## config.mk

```make
export PLATFORM = sky130hd
export DESIGN_NAME = timer_counter_irq
export DESIGN_NICKNAME = d
export VERILOG_FILES = /design/src/rtl/timer_counter_irq.sv
export SDC_FILE = /design/constraint.sdc
export NUM_CORES = 1
export LEC_CHECK = 0
export ABC_AREA = 1
export CAP_MARGIN = 20
export CELL_PAD_IN_SITES_DETAIL_PLACEMENT = 0
export CELL_PAD_IN_SITES_GLOBAL_PLACEMENT = 1
export CORE_AREA = 2 2 160 162
export DETAILED_ROUTE_END_ITERATION = 16
export DIE_AREA = 0 0 162 164
export PLACE_DENSITY_LB_ADDON = 0.1
export REMOVE_ABC_BUFFERS = 1
export SLEW_MARGIN = 20
export SYNTH_ARGS = -nofsm -noshare
export SYNTH_HDL_FRONTEND = slang
export SYNTH_SLANG_ARGS = --single-unit
```

## constraint.sdc

```tcl
create_clock -name clk -period 4.7 [get_ports clk]
set_input_delay 0.94 -clock clk [delete_from_list [all_inputs] [get_ports clk]]
set_output_delay 0.94 -clock clk [all_outputs]
set_load 0.02 [all_outputs]
```

## src/rtl/timer_counter_irq.sv

```systemverilog
// 64-bit free-running system timer with a power-of-two prescaler, debug halt and a
// compare interrupt; also owns the read mux for the whole timer register window.
module timer_counter_irq #(
   parameter logic [31:0] BASE_ADDR = 32'h2000_0000,
   parameter logic [3:0]  DIV_MAX   = 4'd8
) (
   input  logic        clk,
   input  logic        rst,
   input  logic [31:0] addr,
   input  logic [31:0] wdata,
   input  logic        wr_en,
   input  logic        rd_en,
   input  logic [63:0] tcmp,
   input  logic        dbg_mode,
   output logic [31:0] rdata,
   output logic [63:0] cnt,
   output logic        irq,
   output logic        halt_ack
);

   localparam logic [31:0] A_TCR   = BASE_ADDR + 32'h00;
   localparam logic [31:0] A_TDR0  = BASE_ADDR + 32'h04;
   localparam logic [31:0] A_TDR1  = BASE_ADDR + 32'h08;
   localparam logic [31:0] A_TCMP0 = BASE_ADDR + 32'h0C;
   localparam logic [31:0] A_TCMP1 = BASE_ADDR + 32'h10;
   localparam logic [31:0] A_TIER  = BASE_ADDR + 32'h14;
   localparam logic [31:0] A_TISR  = BASE_ADDR + 32'h18;
   localparam logic [31:0] A_THCSR = BASE_ADDR + 32'h1C;

   logic        timer_en_q, timer_en_d;
   logic        div_en_q, div_en_d;
   logic [3:0]  div_val_q, div_val_d;
   logic [7:0]  pcnt_q, pcnt_d;
   logic [63:0] cnt_q, cnt_d;
   logic        int_en_q, int_en_d;
   logic        int_st_q, int_st_d;
   logic        halt_req_q, halt_req_d;
   logic        halt_ack_q, halt_ack_d;

   logic        wr_tcr, wr_tdr0, wr_tdr1, wr_tier, wr_tisr, wr_thcsr;
   logic        tcr_ok, halt, tick, match;
   logic [7:0]  pcnt_last;

   assign wr_tcr   = wr_en & (addr == A_TCR);
   assign wr_tdr0  = wr_en & (addr == A_TDR0);
   assign wr_tdr1  = wr_en & (addr == A_TDR1);
   assign wr_tier  = wr_en & (addr == A_TIER);
   assign wr_tisr  = wr_en & (addr == A_TISR);
   assign wr_thcsr = wr_en & (addr == A_THCSR);

   // An out-of-range divider request rejects the entire TCR write, including the enable bit.
   assign tcr_ok    = wr_tcr & (wdata[11:8] <= DIV_MAX);
   assign halt      = dbg_mode & halt_req_q;
   assign pcnt_last = 8'hFF >> (4'd8 - div_val_q);
   assign tick      = timer_en_q & ~halt & (~div_en_q | (pcnt_q == pcnt_last));
   assign match     = (cnt_q == tcmp);

   always_comb begin
      timer_en_d = timer_en_q;
      div_en_d   = div_en_q;
      div_val_d  = div_val_q;
      pcnt_d     = pcnt_q;
      cnt_d      = cnt_q;
      int_en_d   = int_en_q;
      int_st_d   = int_st_q;
      halt_req_d = halt_req_q;
      halt_ack_d = halt;

      if (tcr_ok) begin
         timer_en_d = wdata[0];
         if (!timer_en_q) begin
            div_en_d  = wdata[1];
            div_val_d = wdata[11:8];
         end
      end

      if (!timer_en_q || !div_en_q) pcnt_d = 8'd0;
      else if (halt)                pcnt_d = pcnt_q;
      else if (tick)                pcnt_d = 8'd0;
      else                          pcnt_d = pcnt_q + 8'd1;

      // A bus load of either half takes priority over the tick and never carries.
      if (wr_tdr0)      cnt_d[31:0]  = wdata;
      else if (wr_tdr1) cnt_d[63:32] = wdata;
      else if (tick)    cnt_d        = cnt_q + 64'd1;

      if (wr_tier)  int_en_d   = wdata[0];
      if (wr_thcsr) halt_req_d = wdata[0];

      int_st_d = match | (int_st_q & ~(wr_tisr & wdata[0]));
   end

   always_ff @(posedge clk or posedge rst) begin
      if (rst) begin
         timer_en_q <= 1'b0;
         div_en_q   <= 1'b0;
         div_val_q  <= 4'd1;
         pcnt_q     <= 8'd0;
         cnt_q      <= 64'd0;
         int_en_q   <= 1'b0;
         int_st_q   <= 1'b0;
         halt_req_q <= 1'b0;
         halt_ack_q <= 1'b0;
      end else begin
         timer_en_q <= timer_en_d;
         div_en_q   <= div_en_d;
         div_val_q  <= div_val_d;
         pcnt_q     <= pcnt_d;
         cnt_q      <= cnt_d;
         int_en_q   <= int_en_d;
         int_st_q   <= int_st_d;
         halt_req_q <= halt_req_d;
         halt_ack_q <= halt_ack_d;
      end
   end

   always_comb begin
      rdata = 32'd0;
      if (rd_en) begin
         case (addr)
            A_TCR:   rdata = {20'd0, div_val_q, 6'd0, div_en_q, timer_en_q};
            A_TDR0:  rdata = cnt_q[31:0];
            A_TDR1:  rdata = cnt_q[63:32];
            A_TCMP0: rdata = tcmp[31:0];
            A_TCMP1: rdata = tcmp[63:32];
            A_TIER:  rdata = {31'd0, int_en_q};
            A_TISR:  rdata = {31'd0, int_st_q};
            A_THCSR: rdata = {30'd0, halt_ack_q, halt_req_q};
            default: rdata = 32'd0;
         endcase
      end
   end

   assign cnt      = cnt_q;
   assign irq      = int_st_q & int_en_q;
   assign halt_ack = halt_ack_q;

endmodule

```

==> impl_metrics.toml, run 1 <==
[run_status]
run_status = "finished clean"

[setup_path]
crit_type = "in2out"
slowest_delay_ps = 610
start_kind = "primary input"
crit_arrival_ps = 3540
crit_path_start = "addr[30]"
r2r-start = "div_val_q[0]"
cp_num_buf_inv = 5
rrSetupSlack_ps = 1530
cpMostUsedCell = "nor2_1"
crit_chain = "clkdlybuf4s50_1, inv_2, nand4_1, nor2_1, nand2_1, nor2_2, inv_2, nor2_8, buf_4, nand2_1, o21ai_0, nor2_1, nor2_1, clkdlybuf4s50_1"
r2r_cells = 14
cp-endpoint = "rdata[3]"
r2r-end = "cnt[62]"
crit_fanout = 20
critPathSlowestCell = "clkdlybuf4s50_1"
critPathTopFamily = "buffers and inverters"
crit_required_ps = 3760
cp.depth = 14
endpoint_kind = "output port"

[logic_synthesis]
synth_edf_count = 0
syn_avg_cell_area_um2 = 5.86
synthArstFlopShare = 1.00
ys_seq_area_frac = 0.234
synth.distinct_cells = 41
syn_inst = 1495
netlist_area_um2 = 8760
synth_warnings = 0
ys_seq_elements = 82
synth_flop_cell = "dfrtp_1"

[floorplan]
ios = 231
die_y_um = 164
dieArea_um2 = 26600
fp-row-count = 58
fp.dieW_um = 162
fp.coreArea_um2 = 24800
start_util = 0.353

[global_routing]
grt_pass1_wl_um = 63400
track_usage = 0.321
grt_antenna_before_repair = 1
grt-ovfl-total = 0
grt_max_degree = 77
grt_pass1_vias = 10218

[timing]
period_share = 0.953
period_needed_ps = 4480
tightest_slew_ps = 873
hold_slack_ps = 501
rsz0062_at_grt = "no"
fin_tns_setup_ps = 0
slew_headroom = 0.416
hold_viol = 0
maxSlewViolCount = 0
setup_viol = 0
finalClockSkew_ps = 15.1
fmax_mhz = 223

[flow_run]
drv_cap = 0

[drt]
vias = 10627
via_per_inst = 5.24
first_pass_iters = 5
wire_per_inst_um = 21.0
drtAntennaViolNets = 0
drc_errors = 0
drt_wl_total_um = 42600
first_iter_violations = 953

[power_and_ir_drop]
vdd_drop_max_mv = 0.159
power_density_nw_per_um2 = 144
leakage_uw = 0.00514
fin_total_pwr_uw = 1670

[placed_design]
post-dp-hpwl_um = 33400
port_buffers = 230
place_inst = 2010
place_congestion = 0.991

[clock_network]
cts_hold_buf = 0
cts_buffers = 9
cts_buffer_depth = 2
cts.sinks = 82
clock_latency_ps = 370
ctsResizeCount = 0
h-tree-depth = 3
clk_pin_slew_ps = 70
cts_tree = "yes"
cts_root_buf = "clkbuf_16"
post_cts_buffers = 0

[hold_path]
worstHoldPathType = "reg2reg"

[final_layout]
fin_cells = 2027
drive_gt1_frac = 0.0542
area_delta_synth_final_pct = 32.4
nFillCells = 2718
multi_input_area_um2 = 5840
fin_nets = 1830
register_area_um2 = 2050
metal layers:
metal	GRT usage	share of wire	up-vias	wire, um
met5	0	0	-	0
met3	0.0487	0.075	63	3180
met1	0.427	0.43	4967	18400
li1	-	-	5138	-
met2	0.532	0.47	459	19900
met4	0.111	0.027	0	1140
tightest hold or removal path: stages (launching register included):
cell and delay [ps]:
dfstp_2 380, nand2_1 60, o21ai_1 60
area by class of cell:
| type | count | area share |
|---|---|---|
| Clock inverter | 7 | 0.00615 |
| Sequential cell | 82 | 0.177 |
| Antenna cell | 1 | 0.000216 |
| Inverter | 135 | 0.0438 |
| Timing Repair Buffer | 254 | 0.214 |
| Multi-Input combinational cell | 1209 | 0.504 |
| Tap cell | 330 | 0.0356 |
| Clock buffer | 9 | 0.0194 |
report_power, final:
part | internal [uW] | switching, uW
combinational | 117 | 99.2
sequential | 705 | 0.0172
clock | 375 | 378
synth_stat cells, drive strengths merged (3+ instances only):
| cell | n | area, um2 |
|---|---|---|
| ha | 6 | 75.1 |
| inv | 135 | 507 |
| buf | 46 | 260 |
| nand2 | 582 | 2230 |
| xnor2 | 15 | 131 |
| dfrtp | 81 | 2030 |
| nor3 | 41 | 236 |
| o22ai | 20 | 125 |
| a221oi | 7 | 61.3 |
| clkbuf | 23 | 97.6 |
| nand3b | 3 | 22.5 |
| xor2 | 81 | 709 |
| o21ai | 61 | 305 |
| o211ai | 5 | 37.5 |
| nand3 | 157 | 808 |
| nor4 | 12 | 90.1 |
| nand4 | 25 | 169 |
| nor2 | 189 | 805 |
metrics by stage:
stage | util | setup WS (ps) | area (um2)
after floorplan | - | 782 | 8400
after global placement | 0.455 | 220 | 11300
after detailed placement | 0.455 | 188 | 11300
after CTS | 0.467 | 182 | 11600
after global routing | 0.467 | 38.2 | 11600
final | 0.467 | 219 | 11600
flip-flops by register name, indices dropped and copies added (netlist names):
register / flops
div_val_q: 4
timer_en_q: 1
halt_ack: 1
div_en_q: 1
cnt: 64
halt_req_q: 1
int_st_q: 1
pcnt_q: 8
int_en_q: 1
cell families (layout without fill, tap and decap cells):
kind of cell / count (synthesis) / in the layout / share of synthesized area
buf+inv: 204 / 405 / 0.0987
simple gates: 1011 / 1011 / 0.500
fa+ha+maj: 6 / 6 / 0.00857
compound gates: 96 / 96 / 0.0627
flops: 82 / 82 / 0.234
xor+xnor: 96 / 96 / 0.0960
other cells: 0 / 1 / 0
cell usage in the layout, fill, tap and decap left out, types with 5 or more instances in the layout:
cell	instances
a221oi_1	7
buf_4	24
clkbuf_16	9
clkdlybuf4s50_1	230
dfrtp_1	81
ha_1	6
inv_1	124
inv_2	10
nand2_1	572
nand2_2	6
nand3_1	154
nand4_1	23
nor2_1	172
nor2_2	10
nor2_4	5
nor3_1	36
nor4_1	11
o211ai_1	5
o21ai_0	48
o21ai_1	13
o22ai_1	20
xnor2_1	15
xor2_1	81
worst min path at each step:
stage	start	end	slack, ps	cells after the start
after floorplan	div_val_q[0]	div_val_q[0]	460	2
after global placement	div_val_q[0]	div_val_q[0]	480	2
after detailed placement	div_val_q[0]	div_val_q[0]	490	2
after CTS	div_val_q[0]	div_val_q[0]	500	2
after global routing	div_val_q[0]	div_val_q[0]	540	2
final	div_val_q[0]	div_val_q[0]	500	2
No activity file was read; power rests on OpenSTA's default activity.
==> inputs of run 2 (changes only) <==
ABC_AREA = 0   (was 1)
CORE_AREA = 2 2 140 142   (was 2 2 160 162)
DIE_AREA = 0 0 142 144   (was 0 0 162 164)
==> run 2 against run 1 <==
Effect of this change:
- sequential share of layout area grew 3.3 points
- area after synthesis shrank 24%
- first-iteration DRC count shrank 26%
- register-to-register slack lost 530 ps
- power shrank 4.5%
- worst setup slack lost 110 ps
- sequential power is essentially flat
- final area shrank 16%
- synthesized cell count shrank 44%
==> impl_metrics.toml, run 2 <==
[power_and_ir_drop]
power_density_nw_per_um2 = 164
vdd_drop_max_mv = 0.165
leakage_uw = 0.00403

[setup_path]
cp-endpoint = "rdata[2]"
crit_path_start = "addr[21]"
cp_num_buf_inv = 3
cp.depth = 9
crit_chain = "clkdlybuf4s50_1, or4_1, nor2_2, and3_1, and3_1, buf_4, a22oi_1, a21oi_1, clkdlybuf4s50_1"
rrSetupSlack_ps = 1000
start_kind = "primary input"
r2r-end = "cnt[46]"
r2r-start = "div_val_q[0]"
critPathSlowestCell = "clkdlybuf4s50_1"
r2r_cells = 12
crit_required_ps = 3760
slowest_delay_ps = 640
endpoint_kind = "output port"
crit_arrival_ps = 3650
crit_fanout = 12
critPathTopFamily = "buffers and inverters"
crit_type = "in2out"

[timing]
hold_slack_ps = 546
period_share = 0.976
finalClockSkew_ps = 7.20
maxSlewViolCount = 0
fin_tns_setup_ps = 0
setup_viol = 0
period_needed_ps = 4590
hold_viol = 0
fmax_mhz = 218
rsz0062_at_grt = "no"
slew_headroom = 0.411
tightest_slew_ps = 883

[clock_network]
clock_latency_ps = 350
cts_root_buf = "clkbuf_16"
cts_hold_buf = 0
cts_buffers = 9
cts.sinks = 82
clk_pin_slew_ps = 60
cts_buffer_depth = 2
h-tree-depth = 3
cts_tree = "yes"
post_cts_buffers = 0

[logic_synthesis]
synth.area.top_cells = "dfrtp_1, xnor2_1, a22oi_1"
synth.distinct_cells = 70
netlist.top_cell.by_area = "dfrtp_1"
yosysMostFrequentCell = "a21oi_1"
synth_edf_count = 0
netlist_area_um2 = 6680
ys_seq_elements = 82
synthArstFlopShare = 1.00
yosysTopAreaCellShare = 0.303
synth_warnings = 0
yosys-top-cells-count = "a21oi_1, dfrtp_1, xnor2_1"
syn_inst = 830
syn_avg_cell_area_um2 = 8.05
ys_seq_area_frac = 0.307
synth_flop_cell = "dfrtp_1"

[placed_design]
place_congestion = 0.933
post-dp-hpwl_um = 23300
port_buffers = 230

[final_layout]
area_delta_synth_final_pct = 46.4
drive_gt1_frac = 0.0757
fin_nets = 1191
layout_commonest_cell = "clkdlybuf4s50_1"
diodes = 0
nFillCells = 1929
layout_common_cells = "clkdlybuf4s50_1, a21oi_1, dfrtp_1, xnor2_1, nor2_1"
largest_register_ffs = 64

[floorplan]
fp.coreArea_um2 = 19100
fp-row-count = 51
fp.dieW_um = 142
ios = 231
dieArea_um2 = 20400
die_y_um = 144
start_util = 0.350

[drt]
first_pass_iters = 5
drt_wl_total_um = 30000
wire_per_inst_um = 23.2
first_iter_violations = 703
drc_errors = 0
via_per_inst = 5.94
vias = 7693
drtAntennaViolNets = 0

[global_routing]
track_usage = 0.291
grt_pass1_wl_um = 45200
grt_pass1_vias = 7433
grt-ovfl-total = 0
grt_max_degree = 58
grt_antenna_before_repair = 0

[hold_path]
worstHoldPathType = "reg2reg"

[run_status]
run_status = "finished clean"

[flow_run]
drv_cap = 0
[run 2: changes by cell type after synthesis, sizes merged, moves of 59 or more]
| cell | previous run | this run |
|---|---|---|
| nor2 | 189 | 69 |
| a21oi | 1 | 86 |
| nand3 | 157 | 44 |
| inv | 135 | 13 |
| nand2 | 582 | 52 |
| a22oi | 0 | 64 |
| xnor2 | 15 | 74 |
[run 2: cells by family after synthesis]
| logic type | count (synthesis) | synth area share |
|---|---|---|
| compound gates | 241 | 0.233 |
| xor+xnor | 99 | 0.130 |
| fa+ha+maj | 6 | 0.0112 |
| buf+inv | 66 | 0.0399 |
| flops | 82 | 0.307 |
| mux | 11 | 0.0182 |
| simple gates | 325 | 0.260 |
[run 2: cell type report]
cell class | count | area (um2) | share of cell area
clock buffers | 10 | 229 | 0.0234
clock inverters | 6 | 43.8 | 0.00448
inverters | 13 | 50.0 | 0.00512
multi-input cells | 682 | 4390 | 0.449
flip-flops and latches | 82 | 2050 | 0.210
well taps | 238 | 298 | 0.0305
repair buffers | 264 | 2710 | 0.277
[run 2: worst register-to-register path, cell delays in order (launching register included)]
cell and delay [ps]:
dfstp_2 580, inv_1 60, ha_1 210, ha_1 350, a21oi_1 100, nor4b_2 310, o2111ai_1 180, a21o_4 260
and2_4 200, a21oi_1 690, buf_4 310, a21oi_1 100, mux2_2 260
[run 2: layer usage]
metal	routed length [um]	vias up	track usage
met4	619	0	0.0742
met1	12900	3717	0.398
met2	14000	390	0.474
met5	0	-	0
met3	2530	36	0.0583
li1	-	3550	-
[run 2: worst min-delay path by stage]
stage	startpoint	endpoint	depth (start not counted)
2_1_floorplan	int_st_q	int_st_q	2
4_1_cts	int_en_q	int_en_q	1
6_report	int_en_q	int_en_q	1
5_1_grt	int_en_q	int_en_q	1
3_5_place_dp	int_en_q	int_en_q	1
3_3_place_gp	int_en_q	int_en_q	1
[run 2: report_power, final]
group	switching, uW	internal [uW]
clock	322	360
combinational	91.3	121
sequential	0.0000252	705
total	413	1190
[run 2: repair_timing]
| action | 4_1_cts | 5_1_grt |
|---|---|---|
| endpoints found under the setup margin | 19 | 28 |
| gates cloned | 0 | 0 |
| pin swaps | 0 | 0 |
| gates resized for setup | 3 | 30 |
[run 2: per-stage QoR]
step                      std cells  total power (uW)  setup WS, ps  utilization  area, um2
after floorplan                 777               761          -114            -       6460
after global placement         1279               930         -52.4        0.494       9420
after detailed placement       1279               929         -52.0        0.494       9420
after CTS                      1295              1600          13.2        0.508       9690
after global routing           1295              1650          7.85        0.512       9780
final                          1295              1600           114        0.512       9780
==> inputs of run 3 (changes only) <==
MAX_ROUTING_LAYER = met4   (was unset)
==> run 3 against run 2 <==
Effect of this change:
- critical endpoint is now rdata[9]
- flip-flop and latch count stayed put
- highest routed layer unchanged
- core utilization barely moved
- routed wire length is essentially flat
- sequential power about the same
- critical path depth up 1
==> impl_metrics.toml, run 3 (synthesized netlist as in run 2, its figures left out) <==
[timing]
maxSlewViolCount = 0
period_share = 0.954
finalClockSkew_ps = 10.7
slew_headroom = 0.406
period_needed_ps = 4480
rsz0062_at_grt = "no"
fin_tns_setup_ps = 0
setup_viol = 0
hold_slack_ps = 548
hold_viol = 0
tightest_slew_ps = 891
fmax_mhz = 223

[setup_path]
r2r-start = "div_val_q[0]"
cp.depth = 10
cp-endpoint = "rdata[9]"
crit_required_ps = 3760
start_kind = "primary input"
crit_path_start = "addr[20]"
critPathTopFamily = "simple AND/OR/NAND/NOR gates"
crit_fanout = 4
critPathSlowestCell = "or4_1"
r2r_cells = 12
endpoint_kind = "output port"
cp_num_buf_inv = 4
crit_arrival_ps = 3540
cpMostUsedCell = "buf_4"
rrSetupSlack_ps = 1020
crit_type = "in2out"
slowest_delay_ps = 500
r2r-end = "cnt[46]"
crit_chain = "clkdlybuf4s50_1, or4_1, nor2_1, nand3_1, nor4_1, buf_4, buf_4, a222oi_1, a21oi_1, dlygate4sd2_1"

[floorplan]
die_y_um = 144
start_util = 0.350
ios = 231
fp.coreArea_um2 = 19100
fp.dieW_um = 142
fp-row-count = 51
dieArea_um2 = 20400

[placed_design]
port_buffers = 230
post-dp-hpwl_um = 23300
place_area_um2 = 9420
place_congestion = 0.938

[drt]
first_pass_iters = 6
first_iter_violations = 569
vias = 7689
drt_wl_total_um = 30100
wire_per_inst_um = 23.2
via_per_inst = 5.94
drtAntennaViolNets = 0
drc_errors = 0

[global_routing]
grt_antenna_before_repair = 0
grt_pass1_wl_um = 45400
use_met3 = 0.0543
grt_util_met2 = 0.470
track_usage = 0.303
grt_max_degree = 58
grt_pass1_vias = 7517
use_met1 = 0.398
grt-ovfl-total = 0
busiest_layer = "met2"

[power_and_ir_drop]
fin_total_pwr_uw = 1670
power_density_nw_per_um2 = 170
vdd_drop_max_mv = 0.166
leakage_uw = 0.00400

[final_layout]
drive_gt1_frac = 0.0738
largest_register_ffs = 64
nFillCells = 1899
area_delta_synth_final_pct = 46.5
fin_area_um2 = 9780
layout_common_cells = "clkdlybuf4s50_1, a21oi_1, dfrtp_1, xnor2_1, nor2_1"
diodes = 0
layout_commonest_cell = "clkdlybuf4s50_1"
fin_nets = 1191

[run_status]
run_status = "finished clean"

[clock_network]
cts_tree = "yes"
clk_pin_slew_ps = 60
h-tree-depth = 3
post_cts_buffers = 0
cts_buffers = 9
cts_hold_buf = 0
cts_root_buf = "clkbuf_16"
clock_latency_ps = 350
cts.sinks = 82
cts_buffer_depth = 2

[hold_path]
worstHoldPathType = "reg2reg"

[flow_run]
drv_cap = 0
[run 3: cell types whose count changed in the layout (fill, tap and decap cells not counted), moves of 2 or more]
cell,before,now
dlygate4sd2_1,2,8
clkinv_4,3,0
dlymetal6s2s_1,28,24
clkdlybuf4s50_1,200,198
clkbuf_8,0,2
[run 3: through the flow]
step | cells | util | setup slack (ps)
global placement | 1279 | 0.494 | -29.4
detailed placement | 1279 | 0.494 | -42.3
global route | 1295 | 0.513 | 47.4
floorplan | 777 | - | -114
finish | 1295 | 0.513 | 218
CTS | 1295 | 0.509 | 0.0564
[run 3: worst register-to-register path: stages (launching register included)]
cell,delay (ps)
dfstp_2,580
inv_1,60
ha_1,210
ha_1,340
nand2b_1,160
nor4_1,250
a22oi_1,170
a21o_4,280
and2_4,200
a21oi_1,660
buf_4,310
a21oi_1,90
mux2_2,260
[run 3: timing repair]
action | 4_1_cts | 5_1_grt
pin swaps | 0 | 0
gates resized for setup | 8 | 25
endpoints found under the setup margin | 8 | 24
[run 3: cell type report]
type / instances / area (um2) / share of cell area
inverter: 13 / 50.0 / 0.00512
multi-input combinational: 682 / 4380 / 0.448
clock inverter: 4 / 50.0 / 0.00512
sequential: 82 / 2050 / 0.210
timing repair buffer: 264 / 2700 / 0.275
clock buffer: 12 / 256 / 0.0262
tap: 238 / 298 / 0.0304
[run 3: metal layers]
metal | share of wire | vias up
met1 | 0.43 | 3690
met3 | 0.083 | 51
met4 | 0.030 | 0
met5 | 0 | -
li1 | - | 3548
met2 | 0.46 | 400
[run 3: power breakdown]
group	total [uW]	internal, uW	switching [uW]
combinational	211	121	90.4
sequential	706	706	0.0000248
clock	751	440	311
total	1670	1270	401
[run 3: worst min-delay path by stage]
stage	depth (start not counted)	from	to	slack, ps
2_1_floorplan	2	int_st_q	int_st_q	480
3_3_place_gp	1	int_en_q	int_en_q	520
3_5_place_dp	2	int_st_q	int_st_q	530
4_1_cts	1	int_en_q	int_en_q	550
5_1_grt	1	int_en_q	int_en_q	570
6_report	1	int_en_q	int_en_q	550
